$ cat src/rtl/comp_select_n_pkg.sv
// Shared definitions for the compressor-channel selector: channel index width,
// header field placement and FSM state encoding.
package comp_select_n_pkg;

    function automatic int ch_w_of(input int num_ch);
        return (num_ch > 1) ? $clog2(num_ch) : 1;
    endfunction

    // Header word: winning channel index in the top bits, its block size in the low bits.
    function automatic int hdr_sel_msb(input int d_bitwidth);
        return d_bitwidth - 1;
    endfunction

    localparam int HDR_SIZE_LSB = 0;

    typedef enum logic [2:0] {
        ST_IDLE   = 3'd0,
        ST_SEL    = 3'd1,
        ST_HDR    = 3'd2,
        ST_STREAM = 3'd3,
        ST_DRAIN  = 3'd4
    } state_t;

endpackage

$ cat src/rtl/comp_min_select.sv
// Combinational NUM_CH-way minimum; on equal values the lowest index wins.
module comp_min_select
    import comp_select_n_pkg::*;
#(
    parameter int NUM_CH = 3,
    parameter int VAL_W  = 11,
    localparam int IDX_W = ch_w_of(NUM_CH)
) (
    input  logic [NUM_CH*VAL_W-1:0] vals,
    output logic [IDX_W-1:0]        min_idx,
    output logic [VAL_W-1:0]        min_val
);

    always_comb begin
        min_val = vals[VAL_W-1:0];
        min_idx = '0;
        // Strict less-than keeps the earlier channel on ties.
        for (int k = 1; k < NUM_CH; k++) begin
            if (vals[k*VAL_W +: VAL_W] < min_val) begin
                min_val = vals[k*VAL_W +: VAL_W];
                min_idx = IDX_W'(k);
            end
        end
    end

endmodule

$ cat src/rtl/comp_select_n.sv
// Picks the channel with the smallest compressed block, emits a header plus that
// channel's words, and discards the same block from every other channel.
module comp_select_n
    import comp_select_n_pkg::*;
#(
    parameter int NUM_CH     = 3,
    parameter int D_BITWIDTH = 64,
    parameter int S_BITWIDTH = 11,
    localparam int CH_W      = ch_w_of(NUM_CH)
) (
    input  logic                         clk,
    input  logic                         rst_n,
    input  logic [NUM_CH*S_BITWIDTH-1:0] size_i,
    input  logic [NUM_CH-1:0]            size_empty_i,
    output logic                         size_rd_o,
    input  logic [NUM_CH*D_BITWIDTH-1:0] data_i,
    input  logic [NUM_CH-1:0]            data_empty_i,
    output logic [NUM_CH-1:0]            data_rd_o,
    output logic [D_BITWIDTH-1:0]        data_o,
    output logic                         valid_o,
    output logic                         sop_o,
    output logic                         eop_o,
    input  logic                         ready_i,
    output logic [CH_W-1:0]              sel_o,
    output logic                         busy_o
);

    localparam int WC_W    = S_BITWIDTH + 1;
    localparam int SEL_MSB = hdr_sel_msb(D_BITWIDTH);

    state_t                  state;
    logic [S_BITWIDTH-1:0]   size_q  [NUM_CH];
    logic [WC_W-1:0]         rem_q   [NUM_CH];
    logic [WC_W-1:0]         rem_nxt [NUM_CH];
    logic [CH_W-1:0]         sel_q;
    logic [NUM_CH*S_BITWIDTH-1:0] size_flat;
    logic [CH_W-1:0]         min_idx;
    logic [S_BITWIDTH-1:0]   min_val;
    logic                    size_avail;
    logic                    accept;
    logic                    all_done;

    function automatic logic [WC_W-1:0] wc_of(input logic [S_BITWIDTH-1:0] size);
        logic [31:0] t;
        t = 32'(size) + 32'(D_BITWIDTH - 1);
        return WC_W'(t / 32'(D_BITWIDTH));
    endfunction

    always_comb begin
        for (int k = 0; k < NUM_CH; k++) begin
            size_flat[k*S_BITWIDTH +: S_BITWIDTH] = size_q[k];
        end
    end

    comp_min_select #(
        .NUM_CH (NUM_CH),
        .VAL_W  (S_BITWIDTH)
    ) u_min (
        .vals    (size_flat),
        .min_idx (min_idx),
        .min_val (min_val)
    );

    assign size_avail = ~|size_empty_i;
    assign sel_o      = sel_q;
    assign busy_o     = (state != ST_IDLE);

    always_comb begin
        // Gated by rst_n so no pop escapes while the FIFOs are held in reset.
        size_rd_o = rst_n & (state == ST_IDLE) & size_avail;
        valid_o   = 1'b0;
        sop_o     = 1'b0;
        eop_o     = 1'b0;
        data_o    = '0;
        data_rd_o = '0;
        case (state)
            ST_HDR: begin
                valid_o = 1'b1;
                sop_o   = 1'b1;
                eop_o   = (rem_q[sel_q] == '0);
                data_o[SEL_MSB -: CH_W]              = sel_q;
                data_o[HDR_SIZE_LSB +: S_BITWIDTH]   = min_val;
            end
            ST_STREAM: begin
                valid_o = ~data_empty_i[sel_q];
                eop_o   = (rem_q[sel_q] == WC_W'(1));
                data_o  = data_i[int'(sel_q)*D_BITWIDTH +: D_BITWIDTH];
            end
            default: ;
        endcase
        accept = valid_o & ready_i;
        if (state == ST_STREAM) begin
            data_rd_o[sel_q] = accept;
        end
        // Losing channels are flushed at FIFO rate regardless of downstream backpressure.
        if (state == ST_HDR || state == ST_STREAM || state == ST_DRAIN) begin
            for (int k = 0; k < NUM_CH; k++) begin
                if (CH_W'(k) != sel_q && !data_empty_i[k] && rem_q[k] != '0) begin
                    data_rd_o[k] = 1'b1;
                end
            end
        end
        all_done = 1'b1;
        for (int k = 0; k < NUM_CH; k++) begin
            rem_nxt[k] = rem_q[k] - {{(WC_W-1){1'b0}}, data_rd_o[k]};
            if (rem_nxt[k] != '0) begin
                all_done = 1'b0;
            end
        end
    end

    always_ff @(posedge clk or negedge rst_n) begin
        if (!rst_n) begin
            state <= ST_IDLE;
            sel_q <= '0;
            for (int k = 0; k < NUM_CH; k++) begin
                size_q[k] <= '0;
                rem_q[k]  <= '0;
            end
        end else begin
            for (int k = 0; k < NUM_CH; k++) begin
                rem_q[k] <= rem_nxt[k];
            end
            case (state)
                ST_IDLE: begin
                    if (size_avail) begin
                        for (int k = 0; k < NUM_CH; k++) begin
                            size_q[k] <= size_i[k*S_BITWIDTH +: S_BITWIDTH];
                            rem_q[k]  <= wc_of(size_i[k*S_BITWIDTH +: S_BITWIDTH]);
                        end
                        state <= ST_SEL;
                    end
                end
                ST_SEL: begin
                    sel_q <= min_idx;
                    state <= ST_HDR;
                end
                ST_HDR: begin
                    if (ready_i) begin
                        if (rem_q[sel_q] != '0) begin
                            state <= ST_STREAM;
                        end else begin
                            state <= all_done ? ST_IDLE : ST_DRAIN;
                        end
                    end
                end
                ST_STREAM: begin
                    if (accept && rem_q[sel_q] == WC_W'(1)) begin
                        state <= all_done ? ST_IDLE : ST_DRAIN;
                    end
                end
                ST_DRAIN: begin
                    if (all_done) begin
                        state <= ST_IDLE;
                    end
                end
                default: state <= ST_IDLE;
            endcase
        end
    end

endmodule

$ cat config.mk
export PLATFORM = sky130hd
export DESIGN_NAME = comp_select_n
export DESIGN_NICKNAME = d
export VERILOG_FILES = /design/src/rtl/comp_select_n_pkg.sv /design/src/rtl/comp_min_select.sv /design/src/rtl/comp_select_n.sv
export SDC_FILE = /design/constraint.sdc
export NUM_CORES = 1
export LEC_CHECK = 0
export CORE_MARGIN = 2
export CORE_UTILIZATION = 45
export CTS_CLUSTER_DIAMETER = 60
export DETAILED_ROUTE_END_ITERATION = 10
export PLACE_DENSITY = 0.86
export SLEW_MARGIN = 10
export SYNTH_ARGS = -nofsm -noshare
export SYNTH_HDL_FRONTEND = slang
export SYNTH_SLANG_ARGS = --single-unit
$ cat constraint.sdc
create_clock -name clk -period 8 [get_ports clk]
set_input_delay 1.2 -clock clk [delete_from_list [all_inputs] [get_ports clk]]
set_output_delay 1.2 -clock clk [all_outputs]
set_load 0.01 [all_outputs]
-- Word level (Yosys, flattened, before mapping)
Cells that the tools add are included.
- flip-flop bits (word level): 74
- input port bits: 234
- output and inout bits: 74
- logic and storage cells: 100
- $add $sub $neg: 6
- $lt $le $gt $ge: 5
- eq/ne operators: 11
- shift-type cells: 1
- mux-type cells: 34
- bitwise logic cells: 7
- reduce and logical (&&, ||, !) cells: 28
- operator list (operator ; number):
    $shiftx 192x9->64 ; 1
    $reduce_bool 12->1 ; 7
    $mux 36 ; 2
    $mux 51 ; 1
    $add 11x6->12 const B ; 3
    $sub 12x1->12 ; 3
    $bmux 12 s2 ; 1
    $mux 12 ; 2
    $mux 3 ; 8
    $lt 11x11->1 ; 2
    $mux 11 ; 2
    $pmux 11 s2 ; 1
    $pmux 3 s5 ; 1
    $eq 12x1->1 const B ; 1
    $logic_not 12->1 ; 1
    $mux 1 ; 10
    $logic_and 1x1->1 ; 8
    $eq 3x2->1 const B ; 2
    $ne 2x2->1 const B ; 3
    $logic_not 1->1 ; 4
    $pmux 1 s2 ; 2
    $pmux 2 s2 ; 1
    $reduce_and 4->1 ; 1
    $and 1x1->1 ; 3
    20 further kinds ; 22

-- Longest topological paths before layout
Gate-level depths: netlist of run 1.
- depth after elaboration: 18
- mapped depth: 17
- gate-level depth less buffers: 15

-- Cells and area by module
Synthesis of run 1 repeated with hierarchy kept, for this count alone.
- cell total of the unflattened synthesis: 875
- area, all modules: 6556.3 um^2
- modules (own cells, without submodules) (module ; times used ; cells each ; area an instance (um^2) ; sequential area each (um^2)):
    comp_select_n ; 1 ; 775 ; 5759.3 ; 1851.8
    comp_min_select ; 1 ; 100 ; 797.0 ; 0.0

-- Least setup slack after synthesis of run 1
No wires, ideal clock.
- kind: register to output
- start: register size_q (netlist bit size_flat[17])
- end: output data_o[10]
- data arrival time: 3328 ps
- data required time: 6800 ps
- path slack: 3472 ps
- cell stages (with the launch flop): 16
- buffers on the path: 2
- path through: dfrtp_1 -> ha_1 -> a21oi_1 -> o21ai_0 -> a221oi_2 -> buf_2 -> a21oi_1 -> ha_1 -> nand4_1 -> o31a_1 -> and2_1 -> a21o_1 -> o21ai_1 -> clkbuf_2 -> o21ai_0 -> o22ai_1
- word-level cells in the longest chain between the ends: 5
- RTL lines (what ; RTL line ; source):
    from (decl) ; comp_select_n.sv:32 ; logic [S_BITWIDTH-1:0] size_q [NUM_CH];
    from (signal, indexed assignment) ; comp_select_n.sv:128 ; size_q[k] <= size_i[k*S_BITWIDTH +: S_BITWIDTH];
    $lt 11x11->1 ; comp_min_select.sv:19 ; if (vals[k*VAL_W +: VAL_W] < min_val) begin
    $mux 11 * ; comp_min_select.sv:19 ;
    $lt 11x11->1 ; comp_min_select.sv:19 ;
    $mux 11 * ; comp_min_select.sv:19 ;
    $pmux 11 s2 * ; comp_select_n.sv:76 ; case (state)
    to (decl) ; comp_select_n.sv:19 ; output logic [D_BITWIDTH-1:0] data_o,
Mark *: on every way between the ends. The rest lies on a longest branch, timed or not.

-- Final worst setup path of run 1
- start: register size_q (netlist bit size_flat[13])
- end: output data_o[10]
Same word-level chain as after synthesis.

==> flow_metrics.tcl, run 1 <==
set metrics [dict create \
    status "complete, no violations" \
    crit_arrival_ns 5.57 \
    cts_inserted_buffers 9 \
    synthCells 871 \
    synth-xor-area-share 0.0536 \
    syn-num-nets 1131 \
    num_vias 7344 \
    nFillCells 1126 \
    synth_compound_area_frac 0.176 \
    syn_area_um2 6370 \
    routed_via_density 5.53 \
    power.total_mw 3.82 \
    fp-row-count 43 \
    synthFlopType "dfrtp_1" \
    first_iter_violations 611 \
    ys_warn_count 0 \
    cts_sinks 74 \
    min_path_type "reg -> reg" \
    timing.rr.start "sel_o[1]$_DFFE_PN0P_" \
    cp-startpoint "size_flat[13]$_DFFE_PN0P_" \
    ys_types 53 \
    p_per_area_nw_per_um2 390 \
    start_util 0.461 \
    synth_seq_area_share 0.291 \
    mostFrequentLayoutCells "clkdlybuf4s50_1 (306), nor2_1 (183), a21oi_1 (107), nand2_1 (82), dfrtp_1 (72)" \
    post-route-cell-area_um2 9810 \
    fin_crit_sh 0.846 \
    postCtsHoldBufs 0 \
    cts_max_level 3 \
    wire_per_inst_um 19.8 \
    hpwl_um 20600 \
    worstSetupEndpoint "data_o[10]" \
    tightest_slew_ns 1.09 \
    final-setup-viol-count 0 \
    finalHoldViolCount 0 \
    antenna_found_initial 1 \
    rsz0062_at_grt "false" \
    muxShareOfSynthArea 0.109 \
    worst_setup_path_end_kind "output pin" \
    synthAdderAreaFrac 0.0511 \
    die_x_um 123 \
    grt.total_usage 0.337 \
    final_common_cell "clkdlybuf4s50_1" \
    clk_pin_slew_ns 0.06 \
    synth_area_per_cell_um2 7.31 \
    drt-pass1-iter-count 5 \
    core-area_um2 13800 \
    die_area_um2 15100 \
    drv_cap 0 \
    ys_ff_latch 74 \
    multi_input_area_um2 4150 \
    root_buffer "clkbuf_16" \
    r2r-end "state[2]$_DFFE_PN0P_" \
    fin_nets 1402 \
    clockBufferDepth 2 \
    cp.required_ns 6.80 \
    cpPeakStageDelay_ns 0.83 \
    grt_max_degree 76 \
    fin_skew_ns 0.00727 \
    portBuffers 307 \
    finalCriticalPeriod_ns 6.77 \
    ios 308 \
    grt_pass1_wl_um 38500 \
    cts_tree "done" \
    gr-total-overflow 0 \
    fin_tns_setup_ns 0 \
    synthSimpleGateAreaFrac 0.259 \
    worstPathCellList "ha_1 -> a21oi_1 -> o21ai_0 -> a221oi_2 -> buf_4 -> a21oi_1 -> ha_1 -> nand4_1 -> o31a_1 -> and2_1 -> a21o_1 -> o21ai_1 -> o21ai_0 -> o22ai_1 -> clkdlybuf4s50_1" \
    max-slew-margin-rel 0.270 \
    route.detailed.drc 0 \
    max_freq_mhz 148 \
    drive_above_1_share 0.0340 \
    ctsResizeCount 0 \
    insertion_delay_ns 0.34 \
    drt.antenna.violating_nets 0 \
    synth_top_family_by_area "simple AND/OR/NAND/NOR gates" \
    synth_edf_count 0 \
    placed_cell_area_um2 9500 \
    slowest_stage "o21ai_1" \
    slew_viol_final 0 \
    place.gp.congestion 0.946 \
    async_flop_share 1.00 \
    r2r_setup_slack_ns 3.00 \
    irDropWorstVdd_mv 0.242 \
    wirelength_um 26300 \
    die_y_um 123 \
    ff2ff_path_depth 16 \
    grt_pass1_vias 6936 \
    crit_type "reg -> out" \
    cts_setup_buffers 0 \
    regArea_um2 1860 \
    syn2layout_area_growth_pct 54.0 \
    power.leakage_nw 4.11 \
    start_kind "register" \
    crit_fanout 20 \
]
-- worst min path at each step --
stage	start	end	slack, ns	cells after the start
after global placement	size_flat[13]$_DFFE_PN0P_	size_flat[13]$_DFFE_PN0P_	0.49	2
after detailed placement	size_flat[22]$_DFFE_PN0P_	size_flat[22]$_DFFE_PN0P_	0.49	2
final	size_flat[22]$_DFFE_PN0P_	size_flat[22]$_DFFE_PN0P_	0.51	2
after CTS	size_flat[22]$_DFFE_PN0P_	size_flat[22]$_DFFE_PN0P_	0.51	2
after floorplan	size_flat[22]$_DFFE_PN0P_	size_flat[22]$_DFFE_PN0P_	0.47	2
after global routing	size_flat[22]$_DFFE_PN0P_	size_flat[22]$_DFFE_PN0P_	0.55	2
-- where the power goes --
part | internal (mW) | total [mW] | switching [mW] | leakage (nW)
Combinational | 1.20 | 2.57 | 1.37 | 3.06
Clock | 0.271 | 0.429 | 0.158 | 0.145
Sequential | 0.557 | 0.821 | 0.264 | 0.908
-- metrics by stage --
stage	cells	utilization	hold WS [ns]	setup slack, ns
floorplan	871	-	0.468	3.47
global placement	1311	0.687	0.489	1.91
detailed placement	1311	0.687	0.494	1.72
CTS	1326	0.709	0.511	1.31
global route	1327	0.710	0.546	0.803
finish	1327	0.710	0.513	1.23
-- critical path, delay by kind of cell, from the launching register on --
family / cells / cell delay (ns)
fa+ha+maj: 2 / 0.65
compound gates: 9 / 2.94
buf+inv: 2 / 0.89
flops: 1 / 0.42
simple gates: 2 / 0.33
-- sequential cells by signal, indices dropped and copies added (netlist names) --
name	cells
state	3
sel_o	2
size_flat	33
rem_q	36
-- synth_stat cells, types with 18 or more instances --
cell type,count,area (um2)
ha_1,26,325
o21ai_0,48,240
clkbuf_1,26,97.6
dfrtp_1,74,1850
inv_1,37,139
nand2_1,83,312
buf_2,20,100
xnor2_1,29,254
a21oi_1,107,536
nor3_1,18,90.1
nor2_1,183,687
mux2i_1,68,681
-- layer usage --
| layer | routed length (um) | GRT usage | vias to the layer above |
|---|---|---|---|
| li1 | - | - | 3543 |
| met1 | 10700 | 0.440 | 3404 |
| met2 | 12300 | 0.540 | 343 |
| met3 | 2470 | 0.0835 | 54 |
| met4 | 869 | 0.131 | 0 |
| met5 | 0 | 0 | - |
-- cells by family (layout without fill, tap and decap cells) --
group | count (synthesis) | in the layout
adders and majority gates | 26 | 26
other | 0 | 1
AOI/OAI and AO/OA | 202 | 202
buffers and inverters | 93 | 368
and+or+nand+nor | 368 | 368
DFF | 74 | 74
xor gates and xnor gates | 39 | 39
muxes | 69 | 69
-- layout make-up --
type | instances | share of cell area
Timing Repair Buffer | 315 | 0.319
Clock buffer | 10 | 0.0233
Sequential cell | 74 | 0.189
Clock inverter | 5 | 0.00816
Multi-Input combinational cell | 704 | 0.423
Inverter | 38 | 0.0145
Tap cell | 180 | 0.0230
Antenna cell | 1 | 0.000255
(Power assumes the default switching activity.)
==> run 2, diff against run 1 <==
- CORE_UTILIZATION: 45 -> 38
- PLACE_DENSITY: 0.86 -> 0.77
- clock period: 8 -> 5.9 ns (I/O delays scaled with it)
==> run 2 against run 1 <==
  * Register-to-register slack worse by 1.3 ns
  * Hold slack better by 0.0078 ns
  * Non-clock buffer count is 3 higher
  * Sequential share of layout area decreased by 0.11 points
  * Count of clock-buffer cells in the layout grew 2
  * Power is 34% higher
  * Critical path type unchanged
  * Critical endpoint is now data_o[2]
  * Highest routed layer unchanged
==> flow_metrics.tcl, run 2 (synthesized netlist as in run 1, its figures left out) <==
set metrics [dict create \
    status "complete, no violations" \
    grt_max_degree 69 \
    max-slew-margin-rel 0.453 \
    grt_pass1_vias 6848 \
    regArea_um2 1860 \
    netSwitchingFraction 0.465 \
    place_inst 1354 \
    post-route-cell-area_um2 9870 \
    ff2ff_path_depth 15 \
    die_area_um2 17800 \
    detail_route.wirelength.met1_um 10800 \
    finalHoldViolCount 0 \
    syn2layout_area_growth_pct 54.9 \
    finalCriticalPeriod_ns 5.47 \
    cts_max_level 3 \
    first_iter_violations 340 \
    min_path_cells 2 \
    route.detailed.drc 0 \
    worstPathCellList "inv_1 -> ha_1 -> a21oi_1 -> o21ai_0 -> a221oi_2 -> buf_4 -> nor2_1 -> a21oi_1 -> ha_1 -> a211oi_1 -> o21ai_0 -> a22oi_1 -> o21ai_1 -> buf_4 -> and2_1 -> o22ai_1 -> clkdlybuf4s50_1" \
    die_y_um 133 \
    r2r-end "state[2]$_DFFE_PN0P_" \
    place.gp.congestion 0.895 \
    rsz0062_at_grt "false" \
    whs_endpoint "size_flat[15]$_DFFE_PN0P_" \
    p_switching_mw 2.38 \
    timing.rr.start "sel_o[1]$_DFFE_PN0P_" \
    core-area_um2 16500 \
    insertion_delay_ns 0.34 \
    start_kind "register" \
    layout_setup_ws_ns 0.434 \
    hp-start "size_flat[15]$_DFFE_PN0P_" \
    dp_slack_ns 0.867 \
    antenna_cells 0 \
    pwr-share-seq 0.210 \
    drt-pass1-iter-count 5 \
    fin_crit_sh 0.926 \
    layoutNonFillerInstCount 1370 \
    pwr-share-clk 0.109 \
    antenna_found_initial 0 \
    crit_buf_inv 4 \
    max_freq_mhz 183 \
    power.total_mw 5.13 \
    mostFrequentLayoutCells "clkdlybuf4s50_1 (306), nor2_1 (183), a21oi_1 (107), nand2_1 (82), dfrtp_1 (72)" \
    placed_cell_area_um2 9570 \
    min_path_type "reg -> reg" \
    wire_per_inst_um 18.2 \
    r2r_setup_slack_ns 1.71 \
    nFillCells 1500 \
    finish.utilization 0.599 \
    whs_ns 0.521 \
    irDropWorstVdd_mv 0.219 \
    cpPeakStageDelay_ns 0.58 \
    largest_reg_flops 36 \
    wl_met2_um 11500 \
    drt.antenna.violating_nets 0 \
    num_vias 7260 \
    ios 308 \
    clk_pin_slew_ns 0.06 \
    clockBufferDepth 2 \
    fp-row-count 47 \
    drive_above_1_share 0.0365 \
    share_comb_of_total_power 0.681 \
    root_buffer "clkbuf_16" \
    cts_tree "done" \
    start_util 0.387 \
    fin_skew_ns 0.00491 \
    tightest_slew_ns 0.818 \
    cts_setup_buffers 0 \
    wl_met3_um 1760 \
    multi_input_area_um2 4150 \
    slew_viol_final 0 \
    p_int_mw 2.75 \
    final_common_cell "clkdlybuf4s50_1" \
    fin_tns_setup_ns 0 \
    portBuffers 307 \
    p_per_area_nw_per_um2 520 \
    crit_type "reg -> out" \
    wirelength_um 24900 \
    slowest_stage "clkdlybuf4s50_1" \
    die_x_um 133 \
    postCtsHoldBufs 0 \
    ctsResizeCount 0 \
    cts_sinks 74 \
    fin_nets 1405 \
    path_delay_family "compound AO/OA/AOI/OAI gates" \
    hpwl_um 19600 \
    cts_inserted_buffers 9 \
    grt.total_usage 0.272 \
    grt_pass1_wl_um 37900 \
    regMostFlops "rem_q" \
    worst_setup_path_end_kind "output pin" \
    cp.required_ns 5.02 \
    drv_cap 0 \
    gr-total-overflow 0 \
    crit_fanout 20 \
    crit_arrival_ns 4.58 \
    routed_via_density 5.30 \
    top_layer_used "met4" \
    power.leakage_nw 4.13 \
    final-setup-viol-count 0 \
]
## run 2: cell types whose count changed in the layout (fill, tap and decap cells not counted), sizes merged
cell,previous run,this run
buf,9,12
bufinv,2,1
clkbuf,10,12
clkinv,2,3
clkinvlp,2,1
diode,1,0
## run 2: power by group through the flow
| stage | logic [mW] | registers (mW) | clock network, mW |
|---|---|---|---|
| finish | 3.50 | 1.08 | 0.558 |
| CTS | 3.48 | 1.07 | 0.566 |
| detailed placement | 3.46 | 1.08 | 0 |
| global placement | 3.41 | 1.07 | 0 |
| global route | 3.83 | 1.12 | 0.585 |
| floorplan | 2.24 | 0.917 | 0 |
## run 2: routing by layer
metal / track usage / up-vias
li1: - / 3552
met1: 0.354 / 3366
met2: 0.446 / 290
met3: 0.0521 / 52
met4: 0.111 / 0
met5: 0 / -
## run 2: worst max path at each step
stage / from / cells after the start / endpoint / slack [ns]
floorplan: size_flat[17]$_DFFE_PN0P_ / 15 / data_o[10] / 1.69
global placement: size_flat[15]$_DFFE_PN0P_ / 16 / data_o[2] / 0.93
detailed placement: size_flat[6]$_DFFE_PN0P_ / 17 / data_o[2] / 0.87
CTS: size_flat[6]$_DFFE_PN0P_ / 17 / data_o[2] / 0.48
global route: size_flat[6]$_DFFE_PN0P_ / 17 / data_o[2] / 0.1
finish: size_flat[6]$_DFFE_PN0P_ / 17 / data_o[2] / 0.43
## run 2: tightest hold or removal path: stages (launching register included)
cell     delay [ns]
dfrtp_1        0.36
nand2_1        0.06
nand2_1        0.07
## run 2: cell type report
cell class / count / share of cell area
timing repair buffer: 318 / 0.319
multi-input combinational: 704 / 0.420
sequential: 74 / 0.188
clock inverter: 4 / 0.00520
tap: 220 / 0.0279
clock buffer: 12 / 0.0250
inverter: 38 / 0.0145
==> run 3, diff against run 2 <==
- ABC_AREA: default -> 1
- CTS_BUF_LIST: default -> sky130_fd_sc_hd__clkbuf_16
- PLACE_DENSITY: 0.77 -> 0.76
- SYNTH_HIERARCHICAL: default -> 1
==> run 3 against run 2 <==
  * Cell count is 20% higher
  * Utilization is 0.65 points lower
  * Sequential cell count stayed put
  * Non-clock buffer count is 1 lower
  * Setup slack better by 0.083 ns
  * Power is 12% lower
  * Synthesized area is 3.8% higher
  * Critical endpoint is now data_o[1]
  * Wire length is 19% higher
  * Clock power is 4.5% higher
  * Count of clock-buffer cells in the layout is 3 lower
  * Cell area is 3.2% higher
==> flow_metrics.tcl, run 3 <==
set metrics [dict create \
    slew_viol_final 0 \
    cp.required_ns 5.02 \
    fp-row-count 48 \
    antenna_found_initial 3 \
    ys_types 39 \
    cts_setup_buffers 0 \
    routed_via_density 5.15 \
    root_buffer "clkbuf_16" \
    crit_buf_inv 3 \
    tightest_slew_ns 1.00 \
    rsz0062_at_grt "false" \
    cts_max_level 3 \
    power.leakage_nw 4.97 \
    ys_warn_count 6 \
    grt.total_usage 0.310 \
    min_path_type "reg -> reg" \
    ff2ff_path_depth 19 \
    synthFlopType "dfrtp_1" \
    grt_pass1_wl_um 43700 \
    worstPathCellList "ha_1 -> a21o_1 -> nor2_1 -> nand3_2 -> o21ai_0 -> inv_1 -> ha_1 -> a21oi_1 -> o21ai_0 -> a21oi_1 -> buf_4 -> nand2_2 -> nand2_1 -> nand2_1 -> a22o_1 -> clkdlybuf4s50_1" \
    place.gp.congestion 0.998 \
    power.total_mw 4.51 \
    whs_ns 0.476 \
    path_delay_family "compound AO/OA/AOI/OAI gates" \
    core-area_um2 17200 \
    syn2layout_area_growth_pct 54.0 \
    cts_tree "done" \
    async_flop_share 1.00 \
    p_per_area_nw_per_um2 443 \
    final-setup-viol-count 0 \
    largest_reg_flops 36 \
    postCtsHoldBufs 0 \
    ys_ff_latch 74 \
    synthSimpleGateAreaFrac 0.455 \
    fin_crit_sh 0.912 \
    clk_pin_slew_ns 0.07 \
    syn_area_um2 6610 \
    fin_tns_setup_ns 0 \
    wire_per_inst_um 18.0 \
    slowest_stage "o21ai_0" \
    start_util 0.385 \
    regMostFlops "rem_q" \
    die_x_um 136 \
    grt_pass1_vias 7923 \
    yosys-top-cells-count "nand2_1 (470), inv_1 (124), nor2_1 (108)" \
    final_common_cell "nand2_1" \
    min_path_cells 2 \
    synth_area_leaders "dfrtp_1 (28%), nand2_1 (27%), nand3_1 (7.6%)" \
    synthAdderAreaFrac 0.0492 \
    drive_above_1_share 0.0423 \
    cts_inserted_buffers 9 \
    irDropWorstVdd_mv 0.217 \
    drv_cap 0 \
    drt-pass1-iter-count 5 \
    worst_setup_path_end_kind "output pin" \
    regArea_um2 1850 \
    route.detailed.drc 0 \
    synth-xor-area-share 0.00662 \
    yosysTopAreaCell "dfrtp_1" \
    insertion_delay_ns 0.35 \
    cpPeakStageDelay_ns 0.50 \
    first_iter_violations 731 \
    die_y_um 136 \
    crit_cells 16 \
    ctsResizeCount 0 \
    gr-total-overflow 0 \
    synth_compound_area_frac 0.106 \
    yosysMostFrequentCell "nand2_1" \
    die_area_um2 18500 \
    crit_arrival_ns 4.50 \
    synth_area_per_cell_um2 5.87 \
    fin_nets 1675 \
    synth_edf_count 0 \
    start_kind "register" \
    yosysTopAreaCellShare 0.280 \
    status "complete, no violations" \
    synthCells 1127 \
    wirelength_um 29600 \
    crit_type "reg -> out" \
    nFillCells 1684 \
    mostFrequentLayoutCells "nand2_1 (470), clkdlybuf4s50_1 (306), inv_1 (124), nor2_1 (107), nand3_1 (101)" \
    hpwl_um 23800 \
    ios 308 \
    clockBufferDepth 2 \
    grt_max_degree 75 \
    crit_fanout 22 \
    max-slew-margin-rel 0.332 \
    synth_top_family_by_area "simple AND/OR/NAND/NOR gates" \
    finalCriticalPeriod_ns 5.38 \
    synth_seq_area_share 0.280 \
    drt.antenna.violating_nets 0 \
    syn-num-nets 1387 \
    muxShareOfSynthArea 0 \
    portBuffers 307 \
    num_vias 8483 \
    max_freq_mhz 186 \
    cts_sinks 74 \
    fin_skew_ns 0.00853 \
    finalHoldViolCount 0 \
    multi_input_area_um2 4090 \
]
## run 3: report_power, final
part,internal (mW),switching (mW)
clock network,0.336,0.247
logic,1.15,1.84
registers,0.730,0.208
## run 3: layout make-up
cell class / instances / area share
diodes: 2 / 0.000491
clock buffers: 9 / 0.0221
clock inverters: 7 / 0.00823
inverters: 134 / 0.0494
multi-input cells: 879 / 0.402
flip-flops and latches: 74 / 0.182
well taps: 225 / 0.0276
repair buffers: 317 / 0.309
## run 3: worst reg2reg max path, delay by kind of cell, from the launching register on
family | cells | cell delay (ns)
AND/OR/NAND/NOR | 13 | 2.34
AO/OA/AOI/OAI | 2 | 0.54
adder cells (fa/ha/maj) | 2 | 0.49
buffers and inverters | 2 | 0.15
flip-flops | 1 | 0.42
## run 3: cell families after synthesis
group           after synthesis
xor+xnor                      5
simple gates                728
compound gates              120
flops                        74
buf+inv                     174
fa+ha+maj                    26
## run 3: final timing paths
| path | start | slack, ns | endpoint |
|---|---|---|---|
| max reg2reg | state[1]$_DFFE_PN0P_ | 1.85 | state[1]$_DFFE_PN0P_ |
| max in group asynchronous | rst_n | 4.45 | rem_q[18]$_DFF_PN0_ |
| min | size_flat[7]$_DFFE_PN0P_ | 0.48 | size_flat[7]$_DFFE_PN0P_ |
| max | size_flat[21]$_DFFE_PN0P_ | 0.52 | data_o[1] |
| min reg2reg | size_flat[7]$_DFFE_PN0P_ | 0.48 | size_flat[7]$_DFFE_PN0P_ |
| min in group asynchronous | rst_n | 0.79 | rem_q[23]$_DFF_PN0_ |
## run 3: metal layers
| layer | GRT usage | vias to the layer above | wire length [um] |
|---|---|---|---|
| li1 | - | 4157 | - |
| met1 | 0.408 | 3942 | 12400 |
| met2 | 0.499 | 334 | 13500 |
| met3 | 0.0731 | 48 | 2960 |
| met4 | 0.109 | 2 | 752 |
| met5 | 0 | - | 13 |
## run 3: metrics by stage
step                setup WS (ns)  instances  cell area [um2]  utilization
detailed placement           1.03       1629             9870        0.575
finish                      0.517       1647            10200        0.593
floorplan                    2.17       1127             6610            -
CTS                         0.624       1645            10200        0.593
global placement             1.18       1629             9870        0.575
global route                0.298       1647            10200        0.593
